===== src/rtl/debounce_pkg.sv =====
// ---------------------------------------------------------------------------
// debounce_pkg
// Shared definitions for the push-button conditioning path.
//   db_state_e            : debounce FSM state encoding (2 bits)
//   STABLE_CYCLES_DEFAULT : hold time in clk cycles (10 ms at 100 MHz)
// ---------------------------------------------------------------------------
package debounce_pkg;

  typedef enum logic [1:0] {
    ZERO  = 2'b00,  // settled released, db_out=0
    WAIT1 = 2'b01,  // candidate press, db_out=0
    ONE   = 2'b10,  // settled pressed, db_out=1
    WAIT0 = 2'b11   // candidate release, db_out=1
  } db_state_e;

  localparam int unsigned STABLE_CYCLES_DEFAULT = 1_000_000;

endpackage : debounce_pkg


===== src/rtl/sync_2ff.sv =====
// ---------------------------------------------------------------------------
// sync_2ff
// Single-bit two-flop synchronizer for asynchronous switch inputs.
// Ports:
//   clk : destination clock
//   rst : asynchronous, active-high reset (both flops clear to 0)
//   d   : asynchronous input
//   q   : synchronized output (two clk cycles of latency)
// ---------------------------------------------------------------------------
module sync_2ff (
  input  logic clk,
  input  logic rst,
  input  logic d,
  output logic q
);

  logic s1_q;
  logic s2_q;

  always_ff @(posedge clk or posedge rst) begin
    if (rst) begin
      s1_q <= 1'b0;
      s2_q <= 1'b0;
    end else begin
      s1_q <= d;
      s2_q <= s1_q;
    end
  end

  assign q = s2_q;

endmodule : sync_2ff


===== src/rtl/debounce_pulse.sv =====
// ---------------------------------------------------------------------------
// debounce_pulse
// Conditions one raw push-button: two-flop synchronizer, debounce FSM and a
// one-shot strobe on each accepted press.
// Parameters:
//   STABLE_CYCLES : cycles the synchronized input must hold a new value
//                   before it is accepted (>= 2)
// Ports:
//   clk    : clock, all state updates on posedge
//   rst    : asynchronous, active-high reset
//   btn_in : raw button, asynchronous to clk, may bounce
//   db_out : debounced level, registered
//   pulse  : one-cycle strobe per accepted press, registered
// ---------------------------------------------------------------------------
module debounce_pulse
  import debounce_pkg::*;
#(
  parameter int unsigned STABLE_CYCLES = STABLE_CYCLES_DEFAULT
) (
  input  logic clk,
  input  logic rst,
  input  logic btn_in,
  output logic db_out,
  output logic pulse
);

  localparam int unsigned CNT_W = $clog2(STABLE_CYCLES);
  localparam logic [CNT_W-1:0] CNT_TERM = CNT_W'(STABLE_CYCLES - 1);

  logic             sync;
  db_state_e        state_q, state_d;
  logic [CNT_W-1:0] cnt_q, cnt_d;
  logic             db_q, db_d;
  logic             pulse_q, pulse_d;

  sync_2ff u_sync (
    .clk (clk),
    .rst (rst),
    .d   (btn_in),
    .q   (sync)
  );

  // A reversal of sync is checked before the terminal count so that a bounce
  // on the very last wait cycle still aborts the transition.
  always_comb begin
    state_d = state_q;
    cnt_d   = cnt_q;
    pulse_d = 1'b0;
    case (state_q)
      ZERO: begin
        if (sync) begin
          state_d = WAIT1;
          cnt_d   = '0;
        end
      end
      WAIT1: begin
        if (!sync) begin
          state_d = ZERO;
          cnt_d   = '0;
        end else if (cnt_q == CNT_TERM) begin
          state_d = ONE;
          cnt_d   = '0;
          pulse_d = 1'b1;
        end else begin
          cnt_d = cnt_q + CNT_W'(1);
        end
      end
      ONE: begin
        if (!sync) begin
          state_d = WAIT0;
          cnt_d   = '0;
        end
      end
      WAIT0: begin
        if (sync) begin
          state_d = ONE;
          cnt_d   = '0;
        end else if (cnt_q == CNT_TERM) begin
          state_d = ZERO;
          cnt_d   = '0;
        end else begin
          cnt_d = cnt_q + CNT_W'(1);
        end
      end
      default: begin
        state_d = ZERO;
        cnt_d   = '0;
      end
    endcase
    // Output is derived from the next state so it changes on the same edge
    // as the state it reflects.
    db_d = (state_d == ONE) || (state_d == WAIT0);
  end

  always_ff @(posedge clk or posedge rst) begin
    if (rst) begin
      state_q <= ZERO;
      cnt_q   <= '0;
      db_q    <= 1'b0;
      pulse_q <= 1'b0;
    end else begin
      state_q <= state_d;
      cnt_q   <= cnt_d;
      db_q    <= db_d;
      pulse_q <= pulse_d;
    end
  end

  assign db_out = db_q;
  assign pulse  = pulse_q;

endmodule : debounce_pulse

===== config.mk =====
export PLATFORM = sky130hd
export DESIGN_NAME = debounce_pulse
export DESIGN_NICKNAME = d
export VERILOG_FILES = /design/src/rtl/debounce_pkg.sv /design/src/rtl/sync_2ff.sv /design/src/rtl/debounce_pulse.sv
export SDC_FILE = /design/constraint.sdc
export NUM_CORES = 1
export LEC_CHECK = 0
export BUFFER_PORTS_ARGS = -buffer_cell sky130_fd_sc_hd__buf_2
export CAP_MARGIN = 20
export CORE_MARGIN = 4
export CORE_UTILIZATION = 45
export CTS_BUF_LIST = sky130_fd_sc_hd__clkbuf_2
export CTS_CLUSTER_DIAMETER = 50
export CTS_CLUSTER_SIZE = 25
export DETAILED_ROUTE_END_ITERATION = 12
export PLACE_DENSITY = 0.69
export SLEW_MARGIN = 20
export SYNTH_ARGS = -nofsm -noshare
export SYNTH_HDL_FRONTEND = slang
export SYNTH_SLANG_ARGS = --single-unit

===== constraint.sdc =====
create_clock -name clk -period 2 [get_ports clk]
set_clock_uncertainty 0.05 [all_clocks]
set_input_delay 0.6 -clock clk [delete_from_list [all_inputs] [get_ports clk]]
set_output_delay 0.6 -clock clk [all_outputs]
set_load 0.02 [all_outputs]

==> results.sh, run 1 <==
export IMPL_syn2layout_area_growth_pct=12.22
export IMPL_grt_max_degree=27
export IMPL_gr_total_overflow=0
export IMPL_clockBufferDepth=2
export IMPL_syn_area_per_cell_um2=10.08
export IMPL_crit_path_cell_trace="ha_2 -> nand4_2 -> or3_4 -> o31a_4 -> a31oi_4 -> o31ai_1"
export IMPL_crit_path_end_kind="register"
export IMPL_synth_cells=133
export IMPL_worstSetupStartpointType="register"
export IMPL_yosysTopAreaCell="dfrtp_1"
export IMPL_critical_path_arrival_ns=2.12
export IMPL_root_buffer="clkbuf_2"
export IMPL_drt_iter0_drc=23
export IMPL_setup_viol=0
export IMPL_async_reset_ff_frac=1.000
export IMPL_die_x_um=62.60
export IMPL_ys_seq_area_frac=0.4851
export IMPL_num_vias=1020
export IMPL_crit_slowest_cell="dfrtp_1"
export IMPL_synth_compound_area_frac=0.09888
export IMPL_portBuffers=4
export IMPL_rsz0062_at_grt="false"
export IMPL_dp_hpwl_mm=1.905
export IMPL_min_period_over_period=0.9517
export IMPL_die_h_um=62.60
export IMPL_drive_gt1_frac=0.2185
export IMPL_status="finished clean"
export IMPL_final_antenna_net_count=0
export IMPL_core_area_um2=2805
export IMPL_numCtsBuffers=3
export IMPL_tightest_slew_ns=0.4408
export IMPL_antenna_cells=0
export IMPL_yosys_warnings=0
export IMPL_finalCriticalPeriod_ns=1.903
export IMPL_worstSetupPathType="reg -> reg"
export IMPL_synth_top_flop_cell="dfrtp_1"
export IMPL_clock_latency_ns=0.34
export IMPL_ys_seq_elements=26
export IMPL_drt_total_wl_mm=2.553
export IMPL_critPathRequiredTime_ns=2.21
export IMPL_track_usage=0.1391
export IMPL_nets=157
export IMPL_hp_class="in -> async"
export IMPL_clk_pin_slew_worst_paths_ns=0.23
export IMPL_vdd_ir_drop_max_v=0.0003307
export IMPL_layout_setup_ws_ns=0.09664
export IMPL_gp_congestion=0.8359
export IMPL_fp_dieArea_um2=3918
export IMPL_fmax_ghz=0.5254
export IMPL_slew_violations=0
export IMPL_synth_edff_count=0
export IMPL_synthTopCellsByCount="dfrtp_1, nand2_1, nor2_1, nand3_1"
export IMPL_drv_cap=0
export IMPL_htreeDepth=1
export IMPL_cp_top_family="compound AO/OA/AOI/OAI gates"
export IMPL_syn_area_um2=1341
export IMPL_drc=0
export IMPL_hold_ws_ns=0.2095
export IMPL_max_stage_delay_ns=0.44
export IMPL_yosysUniqueCellTypes=35
export IMPL_num_rows=19
export IMPL_synth_fa_ha_area_frac=0.009328
export IMPL_post_drt_wl_per_cell_um=14.03
export IMPL_synth_xor_area_frac=0.07836
export IMPL_yosysTopAreaCellShare=0.4851
export IMPL_placed_area_um2=1471
export IMPL_io_pins=5
export IMPL_hold_viol_final=0
export IMPL_start_util=0.4781
export IMPL_dr_pass1_iters=4
export IMPL_synthSimpleGateAreaFrac=0.2864
export IMPL_yosys_cell_count_top_type="dfrtp_1"
export IMPL_synth_mux_area_frac=0.01679
export IMPL_crit_path_max_fanout=8
export IMPL_syn_num_nets=137
export IMPL_antenna_found_initial=0
export IMPL_p_per_area_nw_per_um2=524.2
export IMPL_hold_buffers=0
export IMPL_post_place_ws_ns=-0.01237
export IMPL_slew_headroom=0.7040
export IMPL_design_area_um2=1505
export IMPL_numClockSinks=26
export IMPL_tritoncts="done"
export IMPL_path_buf_inv=0
export IMPL_grt_pass1_vias=992
export IMPL_synth_top_family_by_area="simple AND/OR/NAND/NOR gates"
export IMPL_viasPerCell=5.604
export IMPL_leakagePower_nw=0.6659
export IMPL_synth_area_leaders="dfrtp_1, xor2_1, nand3_1"
export IMPL_grt_pass1_wl_mm=4.388
cells in the final DEF (no fill, tap or decap), types with 2 or more instances in the layout:
cell type / instances
mux2_2: 2
nand2_1: 12
and3_1: 6
a21oi_1: 5
nand3_1: 11
or2_2: 2
nor2_1: 12
buf_2: 4
clkbuf_2: 3
xor2_1: 7
or3_1: 3
nand3b_1: 2
xnor2_1: 5
nand4_1: 7
inv_1: 6
buf_4: 12
nor4_1: 3
dfrtp_1: 26
o21ai_0: 5
per-layer routing:
metal	vias to the layer above	share of wire	global-route usage
met5	-	0	0
met4	0	0.0035	0.02479
met3	2	0.024	0.03777
met2	14	0.46	0.2304
met1	489	0.51	0.1840
li1	515	-	-
sequential cells by signal, indices dropped and copies added (netlist names):
register	flops
u_sync.q	1
db_out	1
cnt_q	20
u_sync.s1_q	1
state_q	2
pulse	1
final timing paths:
kind	from	endpoint	slack, ns	cells past startpoint
setup / recovery	cnt_q[0]$_DFFE_PP0P_	cnt_q[14]$_DFFE_PP0P_	0.1	6
hold / removal	rst	cnt_q[14]$_DFFE_PP0P_	0.21	3
setup reg to reg	cnt_q[0]$_DFFE_PP0P_	cnt_q[14]$_DFFE_PP0P_	0.1	6
hold reg to reg	u_sync.s1_q$_DFF_PP0_	u_sync.q$_DFF_PP0_	0.34	0
max in group asynchronous	rst	cnt_q[9]$_DFFE_PP0P_	1.46	3
min in group clk	btn_in	u_sync.s1_q$_DFF_PP0_	0.30	1
layout make-up:
class / instances / area (um2)
multi-input cells: 100 / 668.1
clock buffers: 3 / 15.01
inverters: 6 / 22.52
fillers: 262 / 1300
flip-flops and latches: 26 / 650.6
well taps: 31 / 38.79
repair buffers: 16 / 110.1
what timing repair did:
item                       4_1_cts  5_1_grt
setup buffers                    0        1
gates cloned                     0        0
setup endpoints to repair       15       19
gates resized for setup          1        2
pin swaps                        0        0
per-stage QoR:
step	total power, mW	cells	util	setup TNS [ns]
final	0.7890	182	0.5366	0
after floorplan	0.5865	133	-	0
after detailed placement	0.6044	178	0.5245	-0.01792
after global routing	0.8310	182	0.5366	0
after global placement	0.6034	178	0.5245	0
after CTS	0.7968	181	0.5303	0
logic make-up after synthesis:
kind of cell | count (synthesis)
compound gates | 18
xor+xnor | 12
fa+ha+maj | 1
buf+inv | 7
flops | 26
mux | 2
simple gates | 67
power by group:
| group | leakage [nW] | total [mW] | switching, mW | internal (mW) |
|---|---|---|---|---|
| logic | 0.298 | 0.0597 | 0.0381 | 0.0216 |
| clock network | 0.0125 | 0.190 | 0.149 | 0.0408 |
| registers | 0.355 | 0.540 | 0.00638 | 0.533 |
tightest hold or removal path, cell delays in order:
cell	delay (ns)
buf_2	0.09
inv_1	0.04
buf_4	0.30
No activity file was read; power rests on OpenSTA's default activity.
==> run 2, diff against run 1 <==
--- a/config.mk
+++ b/config.mk
@@ -17,4 +17,5 @@
 export SLEW_MARGIN = 20
 export SYNTH_ARGS = -nofsm -noshare
 export SYNTH_HDL_FRONTEND = slang
+export SYNTH_HIERARCHICAL = 1
 export SYNTH_SLANG_ARGS = --single-unit
==> run 2 against run 1 <==
The run now ends with negative setup slack left. Clock power grew 3%. Non-clock buffer count up 8. Synthesized cell count rose by 7.5%. Hold slack improved by 0.073 ns. Combinational power rose by 22%. Final cell count grew 14%. Sequential power about the same. Die area grew 5.4%. Flip-flop and latch count did not move. Fmax down 5.2%. Global-route usage rose by 3.4 points. Wire length increased by 34%. Critical endpoint is now cnt_q[2]$_DFFE_PP0P_.
==> results.sh, run 2 <==
export IMPL_worstSetupStartpointType="register"
export IMPL_drt_total_wl_mm=3.423
export IMPL_p_clk_frac=0.242
export IMPL_instances_no_fill=208
export IMPL_yosysUniqueCellTypes=40
export IMPL_regToRegEndpoint="cnt_q[2]$_DFFE_PP0P_"
export IMPL_leakagePower_nw=0.6971
export IMPL_hold_viol_final=0
export IMPL_syn_num_nets=147
export IMPL_worstSetupPathType="reg -> reg"
export IMPL_syn2layout_area_growth_pct=20.54
export IMPL_final_common_cell="dfrtp_1"
export IMPL_numClockSinks=26
export IMPL_hp_class="in -> reg"
export IMPL_dp_cells=200
export IMPL_dp_hpwl_mm=2.356
export IMPL_gr_total_overflow=0
export IMPL_ys_seq_elements=26
export IMPL_met2_usage=0.2912
export IMPL_hold_end="u_sync/s1_q$_DFF_PP0_"
export IMPL_clk_pin_slew_worst_paths_ns=0.24
export IMPL_tritoncts="done"
export IMPL_die_h_um=64.28
export IMPL_yosys_warnings=6
export IMPL_drc=0
export IMPL_core_area_um2=3053
export IMPL_layout_common_cells="dfrtp_1, buf_4, nand2_1, nand3_1, o21ai_0"
export IMPL_syn_area_per_cell_um2=9.966
export IMPL_crit_path_end_kind="register"
export IMPL_grt_pass1_vias=1186
export IMPL_antenna_cells=0
export IMPL_clock_latency_ns=0.35
export IMPL_portBuffers=4
export IMPL_drt_iter0_drc=91
export IMPL_finalSetupTns_ns=-0.006870
export IMPL_root_buffer="clkbuf_2"
export IMPL_min_path_cells=1
export IMPL_busiest_layer="met2"
export IMPL_synthTopCellsByCount="dfrtp_1, nand2_1, o21ai_0, a22oi_1, nand3_1"
export IMPL_track_usage=0.1732
export IMPL_slew_headroom=0.6559
export IMPL_synth_cells=143
export IMPL_fp_dieArea_um2=4131
export IMPL_final_antenna_net_count=0
export IMPL_largest_register_ffs=20
export IMPL_synth_edff_count=0
export IMPL_multiInputGateArea_um2=785.8
export IMPL_die_x_um=64.28
export IMPL_status="complete, but fails checks"
export IMPL_p_per_area_nw_per_um2=471.3
export IMPL_post_drt_wl_per_cell_um=16.46
export IMPL_largest_register="cnt_q"
export IMPL_antenna_found_initial=0
export IMPL_viasPerCell=6.082
export IMPL_drive_gt1_frac=0.2927
export IMPL_grt_pass1_wl_mm=5.616
export IMPL_nets=170
export IMPL_fmax_ghz=0.4983
export IMPL_gp_congestion=0.8284
export IMPL_dr_pass1_iters=4
export IMPL_setup_viol=1
export IMPL_critical_path_arrival_ns=2.22
export IMPL_met3_usage=0.04218
export IMPL_timing_reg2reg_setup_slack_ns=-0.007
export IMPL_synth_area_leaders="dfrtp_1, a22oi_1, o21ai_0"
export IMPL_yosysTopAreaCell="dfrtp_1"
export IMPL_min_period_over_period=1.003
export IMPL_seq_area_um2=650.6
export IMPL_reg_largest_list="cnt_q x20, state_q x2"
export IMPL_p_total_uw=809.6
export IMPL_num_vias=1265
export IMPL_crit_path_max_fanout=8
export IMPL_numCtsBuffers=3
export IMPL_num_rows=20
export IMPL_violations="negative setup slack"
export IMPL_layout_setup_ws_ns=-0.006870
export IMPL_vdd_ir_drop_max_v=0.0002884
export IMPL_combPwrFrac=0.090
export IMPL_yosys_cell_count_top_type="dfrtp_1"
export IMPL_drv_cap=0
export IMPL_synth_top_flop_cell="dfrtp_1"
export IMPL_critPathRequiredTime_ns=2.21
export IMPL_seqPwrFrac=0.668
export IMPL_grt_max_degree=14
export IMPL_p_sw_frac=0.2572
export IMPL_syn_area_um2=1425
export IMPL_hp_start="btn_in"
export IMPL_start_util=0.4668
export IMPL_ys_seq_area_frac=0.4565
export IMPL_fillers=270
export IMPL_tightest_slew_ns=0.5156
export IMPL_rsz0062_at_grt="true"
export IMPL_r2r_cells=5
export IMPL_finalCriticalPeriod_ns=2.007
export IMPL_use_met1=0.2274
export IMPL_post_place_ws_ns=0.003307
export IMPL_slew_violations=0
export IMPL_htreeDepth=1
export IMPL_io_pins=5
export IMPL_async_reset_ff_frac=1.000
export IMPL_yosysTopAreaCellShare=0.4565
export IMPL_design_area_um2=1718
export IMPL_p_switching_uw=208.2
export IMPL_placed_area_um2=1590
export IMPL_clockBufferDepth=2
export IMPL_internal_power_uw=601.4
export IMPL_r2r_start="cnt_q[11]$_DFFE_PP0P_"
[run 2: changes by cell type after synthesis, moves of 4 or more]
cell       delta
o2111ai_1     +4
clkbuf_1      +4
nor2_1        -9
a22oi_1       +8
xnor2_1       -5
or4_1         +4
o21ai_0       +6
nand3_1       -4
and3_1        -4
[run 2: worst max path at each step]
stage | slack, ns | endpoint | cells past startpoint | from
after floorplan | -0.03 | cnt_q[16]$_DFFE_PP0P_ | 6 | cnt_q[11]$_DFFE_PP0P_
after global placement | 0.06 | cnt_q[2]$_DFFE_PP0P_ | 5 | cnt_q[11]$_DFFE_PP0P_
after detailed placement | 0.003 | cnt_q[2]$_DFFE_PP0P_ | 5 | cnt_q[11]$_DFFE_PP0P_
after CTS | -0.005 | cnt_q[2]$_DFFE_PP0P_ | 5 | cnt_q[7]$_DFFE_PP0P_
after global routing | -0.07 | cnt_q[10]$_DFFE_PP0P_ | 5 | cnt_q[7]$_DFFE_PP0P_
final | -0.007 | cnt_q[2]$_DFFE_PP0P_ | 5 | cnt_q[11]$_DFFE_PP0P_
[run 2: through the flow]
stage | hold slack [ns] | utilization
floorplan | 0.2812 | -
global placement | 0.2830 | 0.5209
detailed placement | 0.2926 | 0.5209
CTS | 0.2753 | 0.5340
global route | 0.2355 | 0.5627
finish | 0.2820 | 0.5627
[run 2: final cells by class]
cell class                 instances  share of cell area
inverter                           5             0.01092
multi-input combinational        106              0.4574
sequential                        26              0.3787
clock buffer                       3            0.008740
timing repair buffer              24              0.1122
tap                               44             0.03205
[run 2: worst max-delay path, stage by stage, from the launching register on]
cell and delay, ns:
dfrtp_1 0.45, or4_4 0.51, or4_4 0.46, o21ai_4 0.18
buf_6 0.17, o311ai_1 0.09
[run 2: logic make-up after synthesis]
| family | Yosys count | synth area share |
|---|---|---|
| multiplexers | 2 | 0.01580 |
| XOR/XNOR | 6 | 0.04214 |
| adder cells (fa/ha/maj) | 1 | 0.008778 |
| buffers and inverters | 11 | 0.03951 |
| AND/OR/NAND/NOR | 59 | 0.2458 |
| flip-flops | 26 | 0.4565 |
| AO/OA/AOI/OAI | 38 | 0.1914 |
[run 2: power groups by stage]
stage               Clock (mW)  Combinational, mW  Sequential [mW]
floorplan                    0             0.0356            0.547
global placement             0             0.0539            0.550
detailed placement           0             0.0555            0.550
CTS                      0.198             0.0588            0.541
global route             0.221             0.0801            0.542
finish                   0.196             0.0729            0.541
[run 2: repair_timing]
| action | in CTS | in global routing |
|---|---|---|
| pin swaps | 0 | 9 |
| endpoints found under the setup margin | 1 | 18 |
| hold buffers | 1 | 0 |
| endpoints found under the hold margin | 2 | 0 |
| resized for setup | 2 | 19 |
| buffers inserted | 1 | 3 |
[run 2: layer usage]
layer / wire length [um] / vias to the layer above / share of wire
met5: 0 / - / 0
met4: 65 / 0 / 0.019
met3: 146 / 8 / 0.043
met2: 1646 / 36 / 0.48
met1: 1565 / 625 / 0.46
li1: - / 596 / -
==> run 3, diff against run 2 <==
--- a/config.mk
+++ b/config.mk
@@ -7,13 +7,15 @@
 export LEC_CHECK = 0
 export BUFFER_PORTS_ARGS = -buffer_cell sky130_fd_sc_hd__buf_2
 export CAP_MARGIN = 20
+export CELL_PAD_IN_SITES_DETAIL_PLACEMENT = 1
+export CELL_PAD_IN_SITES_GLOBAL_PLACEMENT = 1
 export CORE_MARGIN = 4
 export CORE_UTILIZATION = 45
 export CTS_BUF_LIST = sky130_fd_sc_hd__clkbuf_2
 export CTS_CLUSTER_DIAMETER = 50
 export CTS_CLUSTER_SIZE = 25
 export DETAILED_ROUTE_END_ITERATION = 12
-export PLACE_DENSITY = 0.69
+export PLACE_DENSITY = 0.83
 export SLEW_MARGIN = 20
 export SYNTH_ARGS = -nofsm -noshare
 export SYNTH_HDL_FRONTEND = slang
==> run 3 against run 2 <==
The flow still finishes with violations (negative setup slack). Combinational power fell by 21%. Final cell count decreased by 0.48%. Fmax is 0.32% higher. Critical path depth unchanged. Register-to-register slack about the same. Flip-flop and latch count stayed put. Power increased by 0.99%. Sequential power hardly changed. Non-clock buffer count fell by 2. Utilization shrank 2.2 points. Global-route usage is 3.0 points higher. Highest routed layer unchanged.
==> results.sh, run 3 (synthesis gave the netlist of run 2 again) <==
export IMPL_fmax_ghz=0.4999
export IMPL_layout_common_cells="dfrtp_1, buf_4, nand2_1, o21ai_0, a22oi_1"
export IMPL_reg_largest_list="cnt_q x20, state_q x2"
export IMPL_slew_violations=0
export IMPL_vdd_ir_drop_max_v=0.0003214
export IMPL_dp_hpwl_mm=2.851
export IMPL_drv_cap=0
export IMPL_numCtsBuffers=3
export IMPL_leakagePower_nw=0.6757
export IMPL_num_vias=1249
export IMPL_final_common_cell="dfrtp_1"
export IMPL_critPathRequiredTime_ns=2.23
export IMPL_p_clk_frac=0.266
export IMPL_start_util=0.4668
export IMPL_r2r_cells=5
export IMPL_post_drt_wl_per_cell_um=18.30
export IMPL_dr_pass1_iters=4
export IMPL_clockBufferDepth=2
export IMPL_setup_viol=1
export IMPL_clock_latency_ns=0.38
export IMPL_instances_no_fill=207
export IMPL_design_area_um2=1650
export IMPL_internal_power_uw=596.5
export IMPL_numClockSinks=26
export IMPL_htreeDepth=1
export IMPL_drt_iter0_drc=62
export IMPL_die_x_um=64.28
export IMPL_syn2layout_area_growth_pct=15.80
export IMPL_viasPerCell=6.034
export IMPL_crit_path_max_fanout=6
export IMPL_critical_path_arrival_ns=2.23
export IMPL_slew_headroom=0.7498
export IMPL_seqPwrFrac=0.664
export IMPL_p_switching_uw=221.2
export IMPL_largest_register="cnt_q"
export IMPL_regToRegEndpoint="cnt_q[2]$_DFFE_PP0P_"
export IMPL_finalSetupTns_ns=-0.0004448
export IMPL_num_rows=20
export IMPL_final_util=0.5406
export IMPL_grt_pass1_wl_mm=6.555
export IMPL_root_buffer="clkbuf_2"
export IMPL_tightest_slew_ns=0.3749
export IMPL_worstSetupStartpointType="register"
export IMPL_hold_viol_final=0
export IMPL_dp_cells=200
export IMPL_post_place_ws_ns=0.01445
export IMPL_gr_total_overflow=0
export IMPL_final_antenna_net_count=0
export IMPL_p_total_uw=817.6
export IMPL_antenna_cells=0
export IMPL_endpoint="cnt_q[2]$_DFFE_PP0P_"
export IMPL_p_per_area_nw_per_um2=495.4
export IMPL_antenna_found_initial=0
export IMPL_crit_path_end_kind="register"
export IMPL_p_sw_frac=0.2705
export IMPL_wl_met3_um=79
export IMPL_track_usage=0.2034
export IMPL_fp_dieArea_um2=4131
export IMPL_min_period_over_period=1.000
export IMPL_gp_congestion=0.8817
export IMPL_layout_setup_ws_ns=-0.0004448
export IMPL_clk_pin_slew_worst_paths_ns=0.26
export IMPL_rsz0062_at_grt="true"
export IMPL_met2_length_mm=1.955
export IMPL_status="complete, but fails checks"
export IMPL_worstSetupPathType="reg -> reg"
export IMPL_hold_ws_ns=0.2540
export IMPL_grt_max_degree=25
export IMPL_combPwrFrac=0.070
export IMPL_portBuffers=4
export IMPL_drt_total_wl_mm=3.789
export IMPL_hp_class="in -> reg"
export IMPL_dr_max_layer_used="met4"
export IMPL_grt_pass1_vias=1350
export IMPL_drive_gt1_frac=0.2270
export IMPL_tritoncts="done"
export IMPL_drc=0
export IMPL_startpoint="cnt_q[11]$_DFFE_PP0P_"
export IMPL_violations="negative setup slack"
export IMPL_placed_area_um2=1578
export IMPL_drt_met1_wl_mm=1.644
export IMPL_core_area_um2=3053
export IMPL_largest_register_ffs=20
export IMPL_io_pins=5
export IMPL_die_h_um=64.28
export IMPL_nets=168
export IMPL_timing_reg2reg_setup_slack_ns=-0.0004
export IMPL_r2r_start="cnt_q[11]$_DFFE_PP0P_"
export IMPL_finalCriticalPeriod_ns=2.000
-- run 3: cell count changes in the layout (fill, tap and decap cells not counted), sizes merged --
cell	change
clkinv	+1
buf	-2
-- run 3: metal layers --
metal  track usage  vias up
met3       0.02109       11
li1              -      591
met5             0        -
met1        0.2494      626
met2        0.3621       21
met4       0.08179        0
-- run 3: critical path, stage by stage, from the launching register on --
cell	delay, ns
dfrtp_1	0.46
or4_1	0.50
or4_4	0.45
o21ai_4	0.16
buf_4	0.17
o311ai_0	0.11
-- run 3: power groups by stage --
stage / Clock, mW / Combinational [mW] / Sequential, mW
4_1_cts: 0.220 / 0.0578 / 0.542
6_report: 0.217 / 0.0575 / 0.543
2_1_floorplan: 0 / 0.0356 / 0.547
5_1_grt: 0.248 / 0.0645 / 0.544
3_3_place_gp: 0 / 0.0485 / 0.550
3_5_place_dp: 0 / 0.0525 / 0.552
-- run 3: how the worst min path moves through the flow --
| stage | slack, ns | depth (start not counted) | from | end |
|---|---|---|---|---|
| after global placement | 0.29 | 0 | u_sync/s1_q$_DFF_PP0_ | u_sync/q$_DFF_PP0_ |
| after detailed placement | 0.32 | 0 | u_sync/s1_q$_DFF_PP0_ | u_sync/q$_DFF_PP0_ |
| final | 0.25 | 1 | btn_in | u_sync/s1_q$_DFF_PP0_ |
| after global routing | 0.23 | 1 | btn_in | u_sync/s1_q$_DFF_PP0_ |
| after floorplan | 0.28 | 0 | u_sync/s1_q$_DFF_PP0_ | u_sync/q$_DFF_PP0_ |
| after CTS | 0.25 | 1 | btn_in | u_sync/s1_q$_DFF_PP0_ |
-- run 3: repair_timing --
action	CTS	global route
gates resized for setup	2	4
hold buffers	1	0
buffers inserted	1	1
setup endpoints to repair	7	19
hold endpoints to repair	2	0
pin swaps	1	2
-- run 3: cell type report --
type	count	area (um2)
Timing Repair Buffer	22	157.7
Clock inverter	1	3.754
Clock buffer	3	15.01
Fill cell	356	1403
Sequential cell	26	650.6
Inverter	5	18.77
Tap cell	44	55.05
Multi-Input combinational cell	106	749.5
